### src/rtl/btb_update_scheduler.sv
// Buffers resolved branches and drains them to the BTB update port. It also
// raises mispredict redirects, squashes wrong-path resolutions and runs BTB invalidate walks.
module btb_update_scheduler #(
  parameter int DEPTH         = 4,
  parameter int IDX_W         = 3,
  parameter int SQUASH_CYCLES = 2
) (
  input  logic             clk,
  input  logic             rst_n,
  input  logic             memory_stall,
  input  logic             res_valid,
  input  logic             res_is_branch,
  input  logic [31:0]      res_pc,
  input  logic             res_taken,
  input  logic             res_prev_taken,
  input  logic [31:0]      res_pred_target,
  input  logic [31:0]      res_target,
  output logic             stall_req,
  output logic             upd_valid,
  output logic [31:0]      upd_pc,
  output logic [31:0]      upd_target,
  output logic             upd_taken,
  output logic             upd_prev_taken,
  output logic             upd_inv,
  output logic [IDX_W-1:0] upd_idx,
  output logic             redirect_valid,
  output logic [31:0]      redirect_pc,
  input  logic             inv_req,
  output logic             inv_done,
  output logic [1:0]       dbg_state
);
  // Handshake: a resolution is consumed on a rising edge where res_valid is high
  // and stall_req is low; while stall_req is high upstream holds it unchanged.
  typedef enum logic [1:0] {ST_RUN = 2'd0, ST_DRAIN = 2'd1, ST_INVAL = 2'd2} state_t;

  localparam int PTR_W = (DEPTH > 1) ? $clog2(DEPTH) : 1;
  localparam int CNT_W = $clog2(DEPTH + 1);
  localparam int SQ_W  = $clog2(SQUASH_CYCLES + 1);
  localparam logic [CNT_W-1:0] FULL_CNT = CNT_W'(DEPTH);
  localparam logic [IDX_W-1:0] LAST_IDX = '1;
  localparam logic [SQ_W-1:0]  SQ_LOAD  = SQ_W'(SQUASH_CYCLES);

  state_t           state, state_nxt;
  logic [31:0]      pc_mem    [DEPTH];
  logic [31:0]      tgt_mem   [DEPTH];
  logic             taken_mem [DEPTH];
  logic             prev_mem  [DEPTH];
  logic [PTR_W-1:0] wr_ptr, rd_ptr;
  logic [CNT_W-1:0] count;
  logic [SQ_W-1:0]  sq_cnt;
  logic [IDX_W-1:0] inv_idx;
  logic             empty, full, pop, accept, branch_ok, mispred;

  assign empty     = (count == '0);
  assign full      = (count == FULL_CNT);
  assign branch_ok = res_valid & res_is_branch & (sq_cnt == '0);
  assign accept    = (state == ST_RUN) & branch_ok & (~full | pop);
  assign mispred   = (res_taken != res_prev_taken) |
                     (res_taken & res_prev_taken & (res_pred_target != res_target));

  always_ff @(posedge clk) begin
    if (!rst_n) state <= ST_RUN;
    else        state <= state_nxt;
  end

  always_comb begin
    state_nxt = state;
    case (state)
      ST_RUN:   if (inv_req) state_nxt = ST_DRAIN;
      ST_DRAIN: if (empty) state_nxt = ST_INVAL;
      ST_INVAL: if (!memory_stall && inv_idx == LAST_IDX) state_nxt = ST_RUN;
      default:  state_nxt = ST_RUN;
    endcase
  end

  // Entry fields are zeroed unless a write is strobed so idle outputs stay quiet.
  always_comb begin
    pop            = (state != ST_INVAL) & ~empty & ~memory_stall;
    upd_valid      = pop;
    upd_pc         = pop ? pc_mem[rd_ptr]    : 32'd0;
    upd_target     = pop ? tgt_mem[rd_ptr]   : 32'd0;
    upd_taken      = pop & taken_mem[rd_ptr];
    upd_prev_taken = pop & prev_mem[rd_ptr];
    upd_inv        = (state == ST_INVAL) & ~memory_stall;
    upd_idx        = inv_idx;
    stall_req      = ((state == ST_RUN) & branch_ok & full & ~pop) |
                     ((state != ST_RUN) & res_valid);
    dbg_state      = state;
  end

  always_ff @(posedge clk) begin
    if (accept) begin
      pc_mem[wr_ptr]    <= res_pc;
      tgt_mem[wr_ptr]   <= res_target;
      taken_mem[wr_ptr] <= res_taken;
      prev_mem[wr_ptr]  <= res_prev_taken;
    end
  end

  always_ff @(posedge clk) begin
    if (!rst_n) begin
      wr_ptr         <= '0;
      rd_ptr         <= '0;
      count          <= '0;
      sq_cnt         <= '0;
      inv_idx        <= '0;
      inv_done       <= 1'b0;
      redirect_valid <= 1'b0;
      redirect_pc    <= 32'd0;
    end else begin
      if (accept) wr_ptr <= wr_ptr + 1'b1;
      if (pop)    rd_ptr <= rd_ptr + 1'b1;
      case ({accept, pop})
        2'b10:   count <= count + 1'b1;
        2'b01:   count <= count - 1'b1;
        default: count <= count;
      endcase
      // The squash window runs in real cycles, independent of memory_stall.
      if (accept && mispred)  sq_cnt <= SQ_LOAD;
      else if (sq_cnt != '0)  sq_cnt <= sq_cnt - 1'b1;
      redirect_valid <= accept & mispred;
      if (accept && mispred) redirect_pc <= res_taken ? res_target : res_pc + 32'd4;
      if (state == ST_DRAIN)  inv_idx <= '0;
      else if (upd_inv)       inv_idx <= inv_idx + 1'b1;
      inv_done <= upd_inv & (inv_idx == LAST_IDX);
    end
  end
endmodule
### config.mk
export PLATFORM = sky130hd
export DESIGN_NAME = btb_update_scheduler
export DESIGN_NICKNAME = d
export VERILOG_FILES = /design/src/rtl/btb_update_scheduler.sv
export SDC_FILE = /design/constraint.sdc
export NUM_CORES = 1
export LEC_CHECK = 0
export BUFFER_PORTS_ARGS = -buffer_cell sky130_fd_sc_hd__buf_2
export CORE_AREA = 2 2 129 194
export DETAILED_ROUTE_END_ITERATION = 10
export DIE_AREA = 0 0 131 196
export PLACE_DENSITY = 0.79
export SKIP_LAST_GASP = 1
export SLEW_MARGIN = 15
export SYNTH_ARGS = -nofsm -noshare
export SYNTH_HDL_FRONTEND = slang
export SYNTH_SLANG_ARGS = --single-unit
### constraint.sdc
create_clock -name clk -period 4.8 [get_ports clk]
set_input_delay 0.96 -clock clk [delete_from_list [all_inputs] [get_ports clk]]
set_output_delay 0.96 -clock clk [all_outputs]
set_load 0.02 [all_outputs]
# Word-level counts from Yosys, hierarchy flattened
# Memory sizes are Yosys's and may differ from the RTL's. A register that Yosys moved wholly into a read port is not among the register bits.
# Index checks and enable logic that the tools add are counted.
# classes
addsub	7
eq_ne	12
n_mux	20
bitwise_logic	24
reduce_logical	13
# op_table
operator	count
2-to-1 mux 32 bit	3
adder 32 x 3 -> 32 bit, second input constant	1
!= test 32 bit	1
2-to-1 mux 2 bit	13
bitwise AND 1 bit	16
!= test 2 bit, second input constant	4
nonzero test 2 bit	4
adder 3 x 1 -> 3 bit, second input constant	2
equality test 3 bit, second input constant	2
case mux 2 bit (3 select lines)	1
case mux 3 bit (2 select lines)	1
inverter 1 bit	5
adder 2 x 1 -> 2 bit, second input constant	2
equality test 2 x 1 -> 1 bit, second input constant	2
equality test 2 bit, second input constant	2
zero test 2 bit	2
OR reduction 2 bit	2
zero test 3 bit	1
OR 1 bit	3
AND reduction 3 bit	1
subtractor 3 x 1 -> 3 bit, second input constant	1
logical AND 1 bit	2
2-to-1 mux 1 bit	2
subtractor 2 x 1 -> 2 bit, second input constant	1
other kinds (2)	2
# word_totals
reg_bits	48
mem_bits_rw	264
inputBits	104
mem_count	4
# mem_list
name	depth	width	read_ports	rd_ports_with_merged_regs	wr	line	text
pc_mem	4	32	1	1	1	44	logic [31:0] pc_mem [DEPTH];
tgt_mem	4	32	1	1	1	45	logic [31:0] tgt_mem [DEPTH];
prev_mem	4	1	1	1	1	47	logic prev_mem [DEPTH];
taken_mem	4	1	1	1	1	46	logic taken_mem [DEPTH];

# Longest topological paths before layout
# Gate-level depths: netlist of the first run.
# logic_depth
ltp_word	8
depth_mapped	9

# Worst setup path after synthesis of the first run
# OpenSTA, ideal clock, no wires.
# synth_path
path_kind	input to register
from	in res_valid
to	mem pc_mem[0][0], enable pin
t_arrival_ps	3410
required_time_ps	4369
path_slack_ps	959
cell_stages	4
n_path_buf	1
path_cell_list	nand4bb_1 a2111oi_4 buf_2 and2_1
# synth_between
elab_chain_len	6
# synth_rtl
element	line	text
start: declaration	11	input logic res_valid,
bitwise AND 1 bit (2 in a row)	56	assign branch_ok = res_valid & res_is_branch & (sq_cnt == '0);
bitwise AND 1 bit (2 in a row)	57	assign accept = (state == ST_RUN) & branch_ok & (~full | pop);
2-to-1 mux 1 bit	92	if (accept) begin
2-to-1 mux 1 bit (not written as such)	93	pc_mem[wr_ptr] <= res_pc;
end: declaration	44	
# Every way passes these cells.

# Worst setup path in the final report of the first run
# layout_path
from	reg state[0] (netlist: dbg_state[0])
to	out upd_pc[25]
# layout_between
elab_chain_len	4
# layout_rtl
element	line	text
start: declaration	43	state_t state, state_nxt;
start signal: assignment	63	else state <= state_nxt;
!= test 2 bit	78	pop = (state != ST_INVAL) & ~empty & ~memory_stall;
bitwise AND 1 bit (2 in a row)	78	
2-to-1 mux 32 bit	80	upd_pc = pop ? pc_mem[rd_ptr] : 32'd0;
end: declaration	20	output logic [31:0] upd_pc,
# Every way passes these cells.

==> reports/qor.csv, run 1 <==
stage,metric,value,unit
placed_design,IO buf count,211,
clocking,clk slew on worst S/H paths,0.07,ns
synthesis,"Seq/Total Area, Yosys",66.4,%
synthesis,mux share of post-synthesis cell area,12.9,%
grt,GR Util All Layers,24.5,%
synthesis,syn_nets,953,
grt,first-pass GRT wire length,46.3,mm
timing,max frequency,274,MHz
route,via count,7931,
die,Initial Util,55.8,%
synthesis,syn_area_per_cell,16.0,µm²
timing,max-slew violation count,0,
synthesis,top-count cell post-synth,edfxtp_1,
timing,clk_skew,0.00766,ns
grt,gr ovfl total,0,
timing,Setup TNS Final,0,ns
die,Rows,70,
critical_path,CP Data Required Time,3.84,ns
clocking,post-cts resize count,0,
synthesis,Netlist cell types,52,
synthesis,Synth warnings,0,
critical_path,worst-path cell chain,nor2b_1 > or3_1 > inv_2 > buf_4 > and2_1 > buf_2,
placed_design,hpwl dp,21.9,mm
clocking,clock tree sinks,314,
die,Die X-Extent,131,µm
die,CORE AREA,0.0241,mm²
run_status,outcome,completed,
clocking,clk buf depth,3,
layout,Area Overhead vs Synth,17.3,%
placed_design,Routability Congestion,0.829,
layout,Layout fillers,1687,
synthesis,ranking of synthesized cells by area,"edfxtp_1, mux4_2, dfxtp_1",
layout,final core utilization,65.5,%
route,post-route ant nets,0,
clocking,Setup Buffers After CTS,0,
synthesis,largest family of logic cells by synthesized area,multiplexers,
layout,final net count,1162,
route,Vias/cell,5.69,
timing,Final Hold Viols,0,
power,Leak Pwr,5.77,nW
timing,period utilization,76.1,%
job,Max Cap Viol,0,
route,DRT iter0 DRCs,480,
critical_path,crit path DAT,2.69,ns
die,IO Pins,212,
synthesis,Commonest cells post-synth,"edfxtp_1, and2_1, mux4_2",
synthesis,post-synth design cell area,0.0134,mm²
die,full die area,0.0257,mm²
min_path,class of the tightest hold or removal check,reg2reg,
power,VDD IR max,386,µV
critical_path,Critical Path End Type,output pin,
grt,largest net degree at the start of global routing,67,
synthesis,async set-reset flop share out of synthesis,0,%
power,PwrDens,451,mW/mm²
synthesis,Synth Area in Simple Gates,9.80,%
clocking,depth of the CTS H-tree,1,
clocking,Num CTS Buffers,27,
route,DR pass1 iterations,5,
clocking,Worst-Skew Late Latency,0.52,ns
grt,vias in the first global route,7810,
timing,Hold Slack,0.458,ns
route,drt wl/cell,22.5,µm
grt,number of antenna violations at the first check in global routing,1,
synthesis,Synth Area in Compound Gates,3.92,%
synthesis,adder-cell share of the synthesized area,0.893,%
synthesis,Post-Synth XOR/XNOR Area,4.10,%
layout,share of layout cells above drive strength 1,33.4,%
clocking,CTS Root Cell,clkbuf_16,
synthesis,share of the synthesized area in the top cell type,59.0,%
timing,final setup fails,0,
synthesis,top cell type by total area after synthesis,edfxtp_1,
critical_path,Slowest cell on crit path,dfxtp_1,
route,Post-Route WL,31.3,mm
synthesis,"Top FF cell, synth",edfxtp_1,
critical_path,slowest cell delay on critical path,0.61,ns
critical_path,worst setup path class,reg2out,
critical_path,CP startpoint kind,flop,
synthesis,number of synthesized flops with an enable pin,264,
synthesis,cells after synthesis,840,
timing,actual slew at the worst max-slew pin,0.953,ns
synthesis,flip-flop and latch count after synthesis,314,
clocking,CTS Hold Bufs,0,
route,DRC Markers,0,
timing,RSZ-0062 raised after global routing,no,
critical_path,Worst Path Max Fanout,33,
timing,min Tclk post-route,3.65,ns
clocking,TritonCTS clock tree,done,
timing,Slew headroom,36.4,%
die,die height,196,µm
-- cells in the final DEF, fill, tap and decap left out, types with 17 or more instances in the layout --
| master | instances |
|---|---|
| mux2i_1 | 22 |
| mux4_2 | 66 |
| xnor2_1 | 19 |
| o21ai_0 | 35 |
| nand2_1 | 54 |
| nand4_1 | 17 |
| buf_2 | 211 |
| edfxtp_1 | 264 |
| clkbuf_16 | 27 |
| dfxtp_1 | 48 |
| xor2_1 | 44 |
| and2_1 | 78 |
-- kinds of logic after synthesis --
group                      after synthesis
AOI/OAI and AO/OA                       82
xor gates and xnor gates                63
adders and majority gates                9
buffers and inverters                   58
DFF                                    314
muxes                                   91
and+or+nand+nor                        223
-- where the power goes --
part	internal, mW	switching (mW)
Combinational	0.752	0.927
Sequential	3.12	0.147
Clock	1.24	0.921
-- stage by stage --
| step | worst slack [ns] | instance area (µm²) | power (mW) | instances |
|---|---|---|---|---|
| 2_1_floorplan | 0.959 | 13400 | 4.46 | 840 |
| 3_3_place_gp | 1.30 | 14900 | 5.00 | 1344 |
| 3_5_place_dp | 1.21 | 14900 | 5.02 | 1344 |
| 4_1_cts | 1.13 | 15800 | 7.17 | 1393 |
| 5_1_grt | 1.00 | 15800 | 7.39 | 1394 |
| 6_report | 1.15 | 15800 | 7.11 | 1394 |
-- worst max-delay path: cells and delay by family, from the launching register on --
kind	cells	cell delay, ns
buffers and inverters	3	0.84
flip-flops	1	0.61
AND/OR/NAND/NOR	3	0.71
-- layer usage --
metal	up-vias	global-route usage [%]	routed length, µm
li1	3626	-	-
met1	3961	33.0	12600
met2	309	42.5	16400
met3	35	2.86	1740
met4	0	5.99	642
met5	-	0	0
-- final cells by class --
cell class,count,area [µm²],area share [%]
timing repair buffer,228,1250,7.90
sequential,314,8930,56.6
antenna,1,2.50,0.0159
inverter,10,37.5,0.238
tap,324,405,2.57
clock inverter,18,185,1.17
multi-input combinational,468,4270,27.1
clock buffer,31,691,4.38
-- registers in the layout, summed over array words and instances, names as in the netlist, 3 cells and up, named ones only --
register	count
tgt_mem	128
taken_mem	4
upd_idx	3
count	3
prev_mem	4
pc_mem	128
redirect_pc	32
-- final timing paths --
path / slack [ns] / end / start / cells after the start
setup reg to reg: 1.93 / pc_mem[1][22] / sq_cnt[0] / 4
hold reg to reg: 0.46 / redirect_pc[15] / redirect_pc[15] / 2
hold / removal: 0.46 / redirect_pc[15] / redirect_pc[15] / 2
setup / recovery: 1.15 / upd_pc[25] / dbg_state[0] / 6
Note: power is estimated with default switching activity, not from simulation.
==> run 2: changes to the inputs <==
--- a/config.mk
+++ b/config.mk
@@ -5,10 +5,11 @@
 export SDC_FILE = /design/constraint.sdc
 export NUM_CORES = 1
 export LEC_CHECK = 0
+export ABC_AREA = 1
 export BUFFER_PORTS_ARGS = -buffer_cell sky130_fd_sc_hd__buf_2
-export CORE_AREA = 2 2 129 194
+export CORE_AREA = 2 2 131 196
 export DETAILED_ROUTE_END_ITERATION = 10
-export DIE_AREA = 0 0 131 196
+export DIE_AREA = 0 0 133 198
 export PLACE_DENSITY = 0.79
 export SKIP_LAST_GASP = 1
 export SLEW_MARGIN = 15
==> constraint.sdc (replaced) <==
create_clock -name clk -period 3.48 [get_ports clk]
set_input_delay 0.696 -clock clk [delete_from_list [all_inputs] [get_ports clk]]
set_output_delay 0.696 -clock clk [all_outputs]
set_load 0.02 [all_outputs]
==> reports/qor.csv, run 2 <==
stage,metric,value,unit,change
run_status,outcome,completed,,
critical_path,most frequent cell on the critical path,nor2_1,,
timing,final setup fails,0,,unchanged
grt,vias in the first global route,10400,,+34%
grt,gr busiest metal,met2,,
grt,first-pass GRT wire length,55.9,mm,+21%
timing,Final WS setup,0.263,ns,-0.884 ns
layout,share of layout cells above drive strength 1,19.0,%,-14 points
route,Post-Route WL,36.4,mm,+16%
clocking,Worst-Skew Late Latency,0.54,ns,+0.02 ns
placed_design,hpwl dp,24.1,mm,+10%
power,PwrDens,643,mW/mm²,+43%
clocking,clk buf depth,3,,unchanged
grt,number of antenna violations at the first check in global routing,1,,unchanged
clocking,post-cts resize count,0,,unchanged
power,Leak Pwr,6.51,nW,+13%
synthesis,top cell type by total area after synthesis,edfxtp_1,,
critical_path,buffers and inverters on the worst path,2,,-1
critical_path,Worst Path Max Fanout,86,,+160%
route,via count,10800,,+37%
placed_design,Post-Place Setup Slack,0.895,ns,-0.317 ns
critical_path,"CP delay by family, top",buffers and inverters,,
synthesis,"Seq/Total Area, Yosys",64.4,%,-2.0 points
timing,Setup TNS Final,0,ns,unchanged
clocking,Num CTS Buffers,28,,+3.7%
placed_design,DP Cell Count,1899,,+41%
die,Die X-Extent,133,µm,+1.5%
synthesis,Synth warnings,0,,unchanged
die,Rows,71,,+1.4%
layout,Largest regs,"pc_mem: 128 flops, tgt_mem: 128 flops, redirect_pc: 32 flops",,
die,IO Pins,212,,unchanged
clocking,clk slew on worst S/H paths,0.07,ns,about the same
timing,Final Hold Viols,0,,unchanged
timing,period utilization,92.4,%,
clocking,depth of the CTS H-tree,1,,unchanged
job,Max Cap Viol,0,,unchanged
die,Initial Util,55.9,%,+0.086 points
synthesis,cells after synthesis,1407,,+68%
layout,final net count,1714,,+48%
route,Vias/cell,5.55,,-2.5%
critical_path,CP Data Required Time,2.78,ns,-1.06 ns
synthesis,flip-flop and latch count after synthesis,314,,unchanged
route,DRC Markers,0,,unchanged
timing,max frequency,311,MHz,
layout,"most common cell after layout, fill and taps aside",nor2_1,,
power,VDD IR max,687,µV,+78%
placed_design,Routability Congestion,0.919,,+11%
synthesis,top-count cell post-synth,nor2_1,,
critical_path,CP startpoint kind,flop,,
clocking,clock tree sinks,314,,unchanged
grt,grt met1 use,33.4,%,+0.34 points
clocking,CTS Root Cell,clkbuf_16,,
critical_path,slowest cell delay on critical path,0.70,ns,+0.09 ns
grt,met3 Usage GRT,3.94,%,+1.1 points
timing,RSZ-0062 raised after global routing,no,,
timing,min Tclk post-route,3.22,ns,
route,DR pass1 iterations,7,,+2
critical_path,worst-path cell chain,buf_4 > nor2_1 > nor2_1 > o21ai_0 > a21oi_1 > buf_2,,
critical_path,Slowest cell on crit path,buf_4,,
synthesis,"Top FF cell, synth",edfxtp_1,,
synthesis,syn_nets,1520,,+59%
synthesis,ranking of synthesized cells by area,"edfxtp_1, nor2_1, dfxtp_1",,
layout,"Cell Count, Final, Fillers Out",1952,,+40%
synthesis,Netlist cell types,30,,-42%
clocking,TritonCTS clock tree,done,,
clocking,Setup Buffers After CTS,0,,unchanged
timing,max-slew violation count,0,,unchanged
synthesis,Commonest cells post-synth,"nor2_1, edfxtp_1, nand2_1",,
timing,actual slew at the worst max-slew pin,0.967,ns,+0.0132 ns
die,full die area,0.0263,mm²,+2.6%
timing,Slew headroom,35.6,%,-0.88 points
synthesis,async set-reset flop share out of synthesis,0,%,unchanged
placed_design,IO buf count,211,,unchanged
synthesis,post-synth design cell area,0.0139,mm²,+3.1%
route,post-route ant nets,0,,unchanged
min_path,class of the tightest hold or removal check,in2reg,,
synthesis,share of the synthesized area in the top cell type,57.2,%,-1.8 points
die,die height,198,µm,+1.0%
clocking,CTS Hold Bufs,0,,unchanged
critical_path,crit path DAT,2.52,ns,-0.17 ns
layout,most frequent cells in the layout,"nor2_1, edfxtp_1, nand2_1, buf_2, o21ai_0",,
layout,Area Overhead vs Synth,17.8,%,
grt,gr ovfl total,0,,unchanged
synthesis,number of synthesized flops with an enable pin,264,,unchanged
grt,met2 Use GR,48.5,%,+6.0 points
critical_path,worst setup path class,reg2out,,
grt,largest net degree at the start of global routing,87,,+30%
synthesis,syn_area_per_cell,9.85,µm²,-38%
route,drt wl/cell,18.7,µm,-17%
die,CORE AREA,0.0248,mm²,+2.9%
timing,clk_skew,0.00775,ns,+0.0000882 ns
critical_path,Critical Path End Type,output pin,,
route,DRT iter0 DRCs,917,,+91%
grt,GR Util All Layers,27.4,%,+3.0 points
[run 2: cell types whose count changed in the layout (fill, tap and decap cells not counted), moves of 17 or more]
cell / previous run / this run
a21oi_1: 10 / 81
and2_1: 78 / 0
inv_1: 9 / 52
mux2i_1: 22 / 0
mux4_2: 66 / 0
nand2_1: 54 / 243
nand3_1: 9 / 44
nand4_1: 17 / 34
nor2_1: 8 / 330
o21ai_0: 35 / 150
xor2_1: 44 / 4
[run 2: cell type report]
class	instances	area [µm²]
flip-flops and latches	314	8930
fillers	1890	8470
multi-input cells	963	4440
repair buffers	237	1310
clock buffers	31	733
well taps	328	410
clock inverters	21	270
inverters	57	214
diodes	1	2.50
[run 2: stage by stage]
step           power, mW  hold slack, ns  cell area (µm²)  util [%]
2_1_floorplan       6.26           0.424            13900         -
3_3_place_gp        7.17           0.439            15300      61.8
3_5_place_dp        7.22           0.453            15300      61.8
4_1_cts             10.5           0.398            16300      65.8
5_1_grt             11.0           0.400            16300      65.8
6_report            10.5           0.400            16300      65.8
[run 2: logic make-up after synthesis]
group / synth area share [%]
AND/OR/NAND/NOR: 20.1
flip-flops: 64.4
AO/OA/AOI/OAI: 8.83
buffers and inverters: 3.72
XOR/XNOR: 2.09
adder cells (fa/ha/maj): 0.867
[run 2: worst paths after layout]
check | cells past startpoint | slack, ns | start | end
worst min register to register | 2 | 0.47 | redirect_pc[21] | redirect_pc[21]
worst max-delay path | 6 | 0.26 | flop | upd_pc[6]
worst min-delay path | 1 | 0.40 | res_prev_taken | prev_mem[0]
worst max register to register | 9 | 1.22 | dbg_state[1] | count[1]
[run 2: where the power goes]
part	internal [mW]	switching, mW
combinational	0.787	1.98
sequential	4.31	0.0807
clock	1.97	1.36
total	7.07	3.42
[run 2: layer usage]
metal | up-vias | wire length (µm) | part of all wire [%]
li1 | 5170 | - | -
met1 | 5099 | 13600 | 37
met2 | 465 | 18700 | 51
met3 | 94 | 2520 | 6.9
met4 | 0 | 1650 | 4.5
met5 | - | 0 | 0
[run 2: worst reg2reg max path, stage by stage, from the launching register on]
cell,delay (ns)
dfxtp_1,0.36
inv_1,0.07
nor2_1,0.15
nor2_1,0.07
nand2_2,0.10
buf_4,0.42
inv_1,0.26
nand2_1,0.19
fa_1,0.43
a21oi_1,0.14
